`config.mk`:
```
export PLATFORM = sky130hd
export DESIGN_NAME = ka_gf2_mul_seq
export DESIGN_NICKNAME = d
export VERILOG_FILES = /design/src/rtl/ka_gf2_mul_seq.sv
export SDC_FILE = /design/constraint.sdc
export NUM_CORES = 1
export LEC_CHECK = 0
export ABC_AREA = 1
export ABC_CLOCK_PERIOD_IN_PS = 8200
export CORE_ASPECT_RATIO = 2
export CORE_MARGIN = 1
export CORE_UTILIZATION = 60
export CTS_BUF_LIST = sky130_fd_sc_hd__clkbuf_8
export DETAILED_ROUTE_END_ITERATION = 12
export GPL_TIMING_DRIVEN = 0
export PLACE_DENSITY_LB_ADDON = 0.12
export SYNTH_ARGS = -nofsm -noshare
export SYNTH_HDL_FRONTEND = slang
export SYNTH_SLANG_ARGS = --single-unit
export TNS_END_PERCENT = 50
```
`constraint.sdc`:
```
create_clock -name clk -period 8.2 [get_ports clk]
set_input_delay 0.82 -clock clk [delete_from_list [all_inputs] [get_ports clk]]
set_output_delay 0.82 -clock clk [all_outputs]
set_load 0.005 [all_outputs]
```
`src/rtl/ka_gf2_mul_seq.sv`:
```
// Iterative one-level Karatsuba carry-less multiplier over GF(2)[x].
// One shared digit-serial sub-multiplier produces the three half products; an optional pass reduces modulo x^N + poly.
module ka_gf2_mul_seq #(
  parameter int unsigned N = 30,
  parameter int unsigned D = 5
) (
  input  logic           clk,
  input  logic           rst,
  input  logic           in_valid,
  output logic           in_ready,
  input  logic [N-1:0]   a,
  input  logic [N-1:0]   b,
  input  logic           red_en,
  input  logic [N-1:0]   poly,
  output logic           out_valid,
  input  logic           out_ready,
  output logic [2*N-2:0] out_p
);

  localparam int unsigned H    = N / 2;
  localparam int unsigned HW   = 2 * H - 1;
  localparam int unsigned PW   = 2 * N - 1;
  localparam int unsigned NDIG = H / D;
  localparam int unsigned CW   = $clog2(N + 1);
  localparam int unsigned IW   = $clog2(PW);

  typedef enum logic [2:0] {
    S_IDLE,
    S_P0,
    S_P1,
    S_P2,
    S_COMB,
    S_RED,
    S_DONE
  } state_e;

  state_e         state_q, state_d;
  logic [N-1:0]   a_q, a_d;
  logic [N-1:0]   b_q, b_d;
  logic           red_q, red_d;
  logic [N-1:0]   poly_q, poly_d;
  logic [HW-1:0]  acc_q, acc_d;
  logic [HW-1:0]  t0_q, t0_d;
  logic [HW-1:0]  t1_q, t1_d;
  logic [CW-1:0]  cnt_q, cnt_d;
  logic [PW-1:0]  p_q, p_d;
  logic [PW-1:0]  out_p_q, out_p_d;
  logic           out_valid_q, out_valid_d;
  logic           in_ready_q, in_ready_d;

  logic [H-1:0]   x_sel;
  logic [H-1:0]   y_sel;
  logic [HW-1:0]  partial;
  logic [HW-1:0]  acc_nxt;
  logic [IW-1:0]  red_idx;
  logic           last_dig;

  assign in_ready  = in_ready_q;
  assign out_valid = out_valid_q;
  assign out_p     = out_p_q;

  // State and datapath registers
  always_ff @(posedge clk) begin
    if (rst) begin
      state_q     <= S_IDLE;
      a_q         <= '0;
      b_q         <= '0;
      red_q       <= 1'b0;
      poly_q      <= '0;
      acc_q       <= '0;
      t0_q        <= '0;
      t1_q        <= '0;
      cnt_q       <= '0;
      p_q         <= '0;
      out_p_q     <= '0;
      out_valid_q <= 1'b0;
      in_ready_q  <= 1'b1;
    end else begin
      state_q     <= state_d;
      a_q         <= a_d;
      b_q         <= b_d;
      red_q       <= red_d;
      poly_q      <= poly_d;
      acc_q       <= acc_d;
      t0_q        <= t0_d;
      t1_q        <= t1_d;
      cnt_q       <= cnt_d;
      p_q         <= p_d;
      out_p_q     <= out_p_d;
      out_valid_q <= out_valid_d;
      in_ready_q  <= in_ready_d;
    end
  end

  // Next-state, sub-multiplier step and reduction step
  always_comb begin
    state_d     = state_q;
    a_d         = a_q;
    b_d         = b_q;
    red_d       = red_q;
    poly_d      = poly_q;
    acc_d       = acc_q;
    t0_d        = t0_q;
    t1_d        = t1_q;
    cnt_d       = cnt_q;
    p_d         = p_q;
    out_p_d     = out_p_q;
    out_valid_d = out_valid_q;
    in_ready_d  = in_ready_q;
    x_sel       = a_q[H-1:0];
    y_sel       = b_q[H-1:0];
    partial     = '0;
    red_idx     = IW'(PW - 1 - 32'(cnt_q));
    last_dig    = (cnt_q == CW'(NDIG - 1));

    case (state_q)
      S_P1: begin
        x_sel = a_q[N-1:H];
        y_sel = b_q[N-1:H];
      end
      S_P2: begin
        x_sel = a_q[N-1:H] ^ a_q[H-1:0];
        y_sel = b_q[N-1:H] ^ b_q[H-1:0];
      end
      default: begin
        x_sel = a_q[H-1:0];
        y_sel = b_q[H-1:0];
      end
    endcase

    // Only the D bits of the current digit contribute this cycle
    for (int unsigned j = 0; j < H; j++) begin
      if (y_sel[j] && (CW'(j / D) == cnt_q)) begin
        partial = partial ^ (HW'(x_sel) << j);
      end
    end
    acc_nxt = acc_q ^ partial;

    case (state_q)
      S_IDLE: begin
        if (in_valid && in_ready_q) begin
          a_d     = a;
          b_d     = b;
          red_d   = red_en;
          poly_d  = poly;
          acc_d   = '0;
          cnt_d   = '0;
          state_d = S_P0;
        end
      end
      S_P0: begin
        acc_d = acc_nxt;
        cnt_d = cnt_q + CW'(1);
        if (last_dig) begin
          t0_d    = acc_nxt;
          acc_d   = '0;
          cnt_d   = '0;
          state_d = S_P1;
        end
      end
      S_P1: begin
        acc_d = acc_nxt;
        cnt_d = cnt_q + CW'(1);
        if (last_dig) begin
          t1_d    = acc_nxt;
          acc_d   = '0;
          cnt_d   = '0;
          state_d = S_P2;
        end
      end
      S_P2: begin
        acc_d = acc_nxt;
        cnt_d = cnt_q + CW'(1);
        if (last_dig) begin
          cnt_d   = '0;
          state_d = S_COMB;
        end
      end
      S_COMB: begin
        // acc_q holds the middle-term product (Au^Al)*(Bu^Bl)
        p_d     = {t1_q, {N{1'b0}}} ^ (PW'(t0_q ^ t1_q ^ acc_q) << H) ^ PW'(t0_q);
        cnt_d   = '0;
        state_d = red_q ? S_RED : S_DONE;
      end
      S_RED: begin
        if (p_q[red_idx]) begin
          p_d = p_q ^ (PW'({1'b1, poly_q}) << (32'(red_idx) - N));
        end
        cnt_d = cnt_q + CW'(1);
        if (cnt_q == CW'(N - 2)) begin
          cnt_d   = '0;
          state_d = S_DONE;
        end
      end
      S_DONE: begin
        if (out_ready) begin
          state_d = S_IDLE;
        end
      end
      default: begin
        state_d = S_IDLE;
      end
    endcase

    // Registered handshake outputs follow the upcoming state
    in_ready_d  = (state_d == S_IDLE);
    out_valid_d = (state_d == S_DONE);
    out_p_d     = (state_d == S_DONE) ? p_d : '0;
  end

endmodule

```
==> qor.csv, run 1 <==
stage;metric;value;unit
yosys;postSynthCellCount;2987;
clocking;cts_buffer_depth;3;
yosys;synth-seq-cells;306;
yosys;synth.cells.most_frequent;sky130_fd_sc_hd__nand2_1 (532), sky130_fd_sc_hd__nor2_1 (444), sky130_fd_sc_hd__nand3_1 (369), sky130_fd_sc_hd__dfxtp_1 (306), sky130_fd_sc_hd__inv_1 (249);
clocking;buffers_inserted_by_post_cts_timing_repair;0;
outcome;toolErrorMsg;[ERROR GRT-0116] Global routing finished with congestion. Check the congestion regions in the DRC Viewer.;
yosys;synth_enable_flop_cells;0;
yosys;ys_top_cells_by_area;sky130_fd_sc_hd__dfxtp_1 (31%), sky130_fd_sc_hd__nand2_1 (10%), sky130_fd_sc_hd__nand3_1 (9.5%);
yosys;mappedNetlistNets;3087;
yosys;synth_top_cell_by_area;sky130_fd_sc_hd__dfxtp_1;
die;die_w;129.5;um
global_routing;grt_max_degree;12;
clocking;cts_resized;0;
yosys;mappedNetlistArea;19510;um^2
clocking;cts-hold-fix-buffers;0;
outcome;last-stage-reached;global routing;
yosys;share_of_async_settable_or_async_resettable_flops_after_synthesis;0;
global_routing;grt-ovfl-total;130;
yosys;synthesis.yosys.warnings;0;
global_routing;grt_first_pass_wirelength;150.4;mm
yosys;synth_top_cell_area_share;0.3140;
clocking;clock_sinks;306;
yosys;most_frequent_cell_after_synthesis;sky130_fd_sc_hd__nand2_1;
global_routing;grt_usage;0.6034;
outcome;run_status;aborted with a tool error;
place;hpwl_after_detailed_placement;65.49;mm
clocking;total_cts_buffers;45;
die;die_height;257.0;um
yosys;synth.avg_cell_area;6.532;um^2
clocking;htreeDepth;2;
clocking;clk_root_buffer_cell;sky130_fd_sc_hd__clkbuf_8;
global_routing;vias_in_the_first_global_route;23892;
die;placement_rows;93;
place;routability_congestion_estimate;1.166;
yosys;postSynth.topFlopCell;sky130_fd_sc_hd__dfxtp_1;
die;design.portCount;156;
die;floorplan.initialDensity;0.6075;
place;port_buffers;155;
yosys;sequential_fraction_of_the_synthesis_area;0.3140;
yosys;synthDistinctLibCells;42;
-- logic make-up after synthesis --
group                    synth area share
AO/OA/AOI/OAI                      0.1304
XOR/XNOR                           0.1469
adder cells (fa/ha/maj)          0.003207
buffers and inverters             0.09620
flip-flops                         0.3140
multiplexers                     0.001026
AND/OR/NAND/NOR                    0.3083
-- layer usage --
layer	track usage	GRT overflow
met4	0.6537	48
met2	0.8659	78
met1	0.5731	1
met3	0.3324	3
met5	0.01858	0
-- stage by stage --
step | hold slack, ns | cells | util | setup WS, ns | area (um^2)
2_1_floorplan | 0.4237 | 2987 | - | 4.115 | 19510
3_3_place_gp | 0.4320 | 3569 | 0.6724 | 1.767 | 21600
4_1_cts | 0.4467 | 3647 | 0.7016 | 1.711 | 22530
3_5_place_dp | 0.4363 | 3569 | 0.6724 | 1.755 | 21600
==> run 2: changes to the inputs <==
Settings changed: CORE_ASPECT_RATIO 2 to default, CORE_UTILIZATION 60 to 40, CTS_BUF_LIST sky130_fd_sc_hd__clkbuf_8 to default, PLACE_DENSITY_LB_ADDON 0.12 to 0.15.
==> run 2 against run 1 <==
  * The run now ends clean
  * Synthesized cell count unchanged
  * Synthesized area is the same
==> qor.csv, run 2 <==
stage;metric;value;unit;change
outcome;run_status;complete, no violations;;
global_routing;grt_usage;0.3228;;
yosys;most_frequent_cell_after_synthesis;sky130_fd_sc_hd__nand2_1;;
drt;drc_errors;0;;
yosys;postSynth.topFlopCell;sky130_fd_sc_hd__dfxtp_1;;
yosys;mappedNetlistNets;3087;;unchanged
yosys;synth_enable_flop_cells;0;;unchanged
final_layout;final_layout_size_suffix_gt1_frac;0.05897;;
final_layout;finalNonFillerCells;3820;;
sta;layout_min_cycle_time;7.015;ns;
yosys;sequential_fraction_of_the_synthesis_area;0.3140;;unchanged
die;die_area;49660;um^2;
clocking;cts-hold-fix-buffers;0;;unchanged
die;die_w;222.9;um;+72%
sta;timing_worst_slew_pin_value;1.326;ns;
final_layout;antenna_cells;0;;
final_layout;post-route-util;0.4807;;
die;floorplan.initialDensity;0.4069;;-0.2006
yosys;synthDistinctLibCells;42;;unchanged
yosys;synth_top_cell_area_share;0.3140;;unchanged
global_routing;vias_in_the_first_global_route;19331;;
yosys;mappedNetlistArea;19510;um^2;unchanged
drt;routed-via-count;20269;;
clocking;clock_tree_from_tritoncts;built;;
clocking;total_cts_buffers;37;;-18%
final_layout;most_common_cell_after_layout_fill_and_taps_aside;sky130_fd_sc_hd__nand2_1;;
worst_setup_path;regToRegSetupSlack;1.19;ns;
yosys;synthesis.yosys.warnings;0;;unchanged
sta;maxSlewViolCount;0;;
final_layout;syn2layout_area_growth;18.14;%;
global_routing;grt_first_pass_wirelength;120.7;mm;
min_path;worst_min_path_class;reg -> reg;;
sta;setup_violations;0;;
worst_setup_path;timing.critical_path.cells;inv_1 -> buf_2 -> buf_2 -> buf_1 -> ha_1 -> inv_1 -> clkbuf_1 -> buf_1 -> buf_1 -> ha_1 -> clkbuf_1 -> clkinv_1 -> clkbuf_1 -> nand3_1 -> a211oi_1 -> nand3_1 -> nand3_1 -> nand2_1 -> a21oi_1 -> nor2_1;;
power;static-leakage-power;9.180;nW;
sta;timing.clock.skew;0.01305;ns;
drt;viasPerCell;5.306;;
drt;route.detailed.wl_per_inst;21.07;um;
global_routing;grt-ovfl-total;0;;
clocking;clkSlewWorstSetupHoldPaths;0.06;ns;
sta;totalNegativeSetupSlack;0;ns;
place;placement.setup.worst_slack;1.516;ns;-0.2388 ns
worst_setup_path;required;8.62;ns;
die;design.portCount;156;;unchanged
clocking;clock_sinks;306;;unchanged
yosys;synth.avg_cell_area;6.532;um^2;unchanged
power;power.ir.vdd_worst;0.1396;mV;
sta;rsz0062_at_grt;false;;
sta;final.setup.worst_slack;1.185;ns;
sta;post-route-period-util;0.8554;;
final_layout;final_cell_mix;sky130_fd_sc_hd__nand2_1 (532), sky130_fd_sc_hd__nor2_1 (444), sky130_fd_sc_hd__nand3_1 (369);;
global_routing;grt_max_degree;13;;
place;dpl.cell_count;3757;;+5.3%
clocking;cts_buffer_depth;3;;unchanged
die;core-area;47950;um^2;
die;placement_rows;80;;-14%
place;routability_congestion_estimate;1.032;;-11%
drt;final_antenna_net_count;0;;
clocking;worstSkewPairLatency;0.56;ns;
clocking;clk_root_buffer_cell;sky130_fd_sc_hd__clkbuf_16;;
global_routing;number_of_antenna_violations_at_the_first_check_in_global_routing;0;;
die;die_height;222.9;um;-13%
sta;fmax;0.1426;GHz;
worst_setup_path;critical_path.endpoint_type;flip-flop;;
sta;slew_headroom;0.1163;;
drt;routed_wirelength;80.48;mm;
place;placedInstanceArea;21830;um^2;+1.1%
drt;drt_iter0_drc;1698;;
clocking;htreeDepth;2;;unchanged
sta;worst_hold_slack;0.4442;ns;
yosys;ys_top_cells_by_area;sky130_fd_sc_hd__dfxtp_1 (31%), sky130_fd_sc_hd__nand2_1 (10%), sky130_fd_sc_hd__nand3_1 (9.5%);;
yosys;synth_top_cell_by_area;sky130_fd_sc_hd__dfxtp_1;;
clocking;cts_resized;0;;unchanged
sta;hold_viol_final;0;;
worst_setup_path;critPathLaunchType;flip-flop;;
power;power_density;194.5;nW/um^2;
place;hpwl_after_detailed_placement;65.35;mm;-0.21%
yosys;postSynthCellCount;2987;;unchanged
yosys;synth-seq-cells;306;;unchanged
worst_setup_path;timing.critical_path.slowest_stage_cell;sky130_fd_sc_hd__clkbuf_1;;
clocking;buffers_inserted_by_post_cts_timing_repair;0;;unchanged
flow_run;cap_viol_max_count;0;;
worst_setup_path;critPathMaxFanout;11;;
drt;drt_pass1_iterations;6;;
final_layout;layout.nets;3281;;
final_layout;final_design_area_no_fill;23050;um^2;
power;finalPower;4.482;mW;
worst_setup_path;critical_path_arrival;7.44;ns;
yosys;synth.cells.most_frequent;sky130_fd_sc_hd__nand2_1 (532), sky130_fd_sc_hd__nor2_1 (444), sky130_fd_sc_hd__nand3_1 (369), sky130_fd_sc_hd__dfxtp_1 (306), sky130_fd_sc_hd__inv_1 (249);;
place;port_buffers;155;;unchanged
yosys;share_of_async_settable_or_async_resettable_flops_after_synthesis;0;;unchanged
worst_setup_path;ws_path_type;reg -> reg;;
worst_setup_path;critPathMaxStageDelay;0.68;ns;
run 2: power breakdown:
group / leakage [nW] / total [mW] / internal, mW / switching [mW]
clock network: 0.599 / 1.68 / 0.993 / 0.685
registers: 2.49 / 1.61 / 1.56 / 0.0483
logic: 6.10 / 1.20 / 0.345 / 0.853
total: 9.18 / 4.48 / 2.90 / 1.59
run 2: critical path: cells and delay by family, from the launching register on:
| kind | cells | cell delay, ns |
|---|---|---|
| adders and majority gates | 2 | 0.76 |
| buffers and inverters | 11 | 4.20 |
| DFF | 1 | 0.38 |
| AOI/OAI and AO/OA | 2 | 0.93 |
| and+or+nand+nor | 5 | 0.60 |
run 2: metal layers:
metal,vias to the layer above,part of all wire,track usage
met5,-,0,0
li1,9925,-,-
met3,152,0.052,0.03490
met2,683,0.48,0.5576
met1,9509,0.42,0.4039
met4,0,0.046,0.1444
run 2: kinds of logic (layout without fill, tap and decap cells):
group,Yosys count,in the layout,share of synthesized area
xor+xnor,313,313,0.1469
buf+inv,454,672,0.09620
simple gates,1423,1423,0.3083
fa+ha+maj,5,5,0.003207
compound gates,484,484,0.1304
mux,2,2,0.001026
flops,306,306,0.3140
run 2: layout make-up:
| cell class | instances | area [um^2] |
|---|---|---|
| fill | 5006 | 24900 |
| multi-input combinational | 2227 | 11510 |
| tap | 615 | 769.5 |
| sequential | 306 | 6126 |
| clock buffer | 50 | 1045 |
| clock inverter | 13 | 172.7 |
| timing repair buffer | 155 | 1551 |
| inverter | 276 | 1036 |
| buffer | 178 | 840.8 |
run 2: path summary, 6_finish.rpt:
check | from | endpoint | depth (start not counted)
worst max-delay path | cnt_q[0] | p_q[5] | 20
worst min-delay path | a_q[14] | a_q[14] | 2
worst max register to register | cnt_q[0] | p_q[5] | 20
worst min register to register | a_q[14] | a_q[14] | 2
Power figures use the tool's default switching activity.
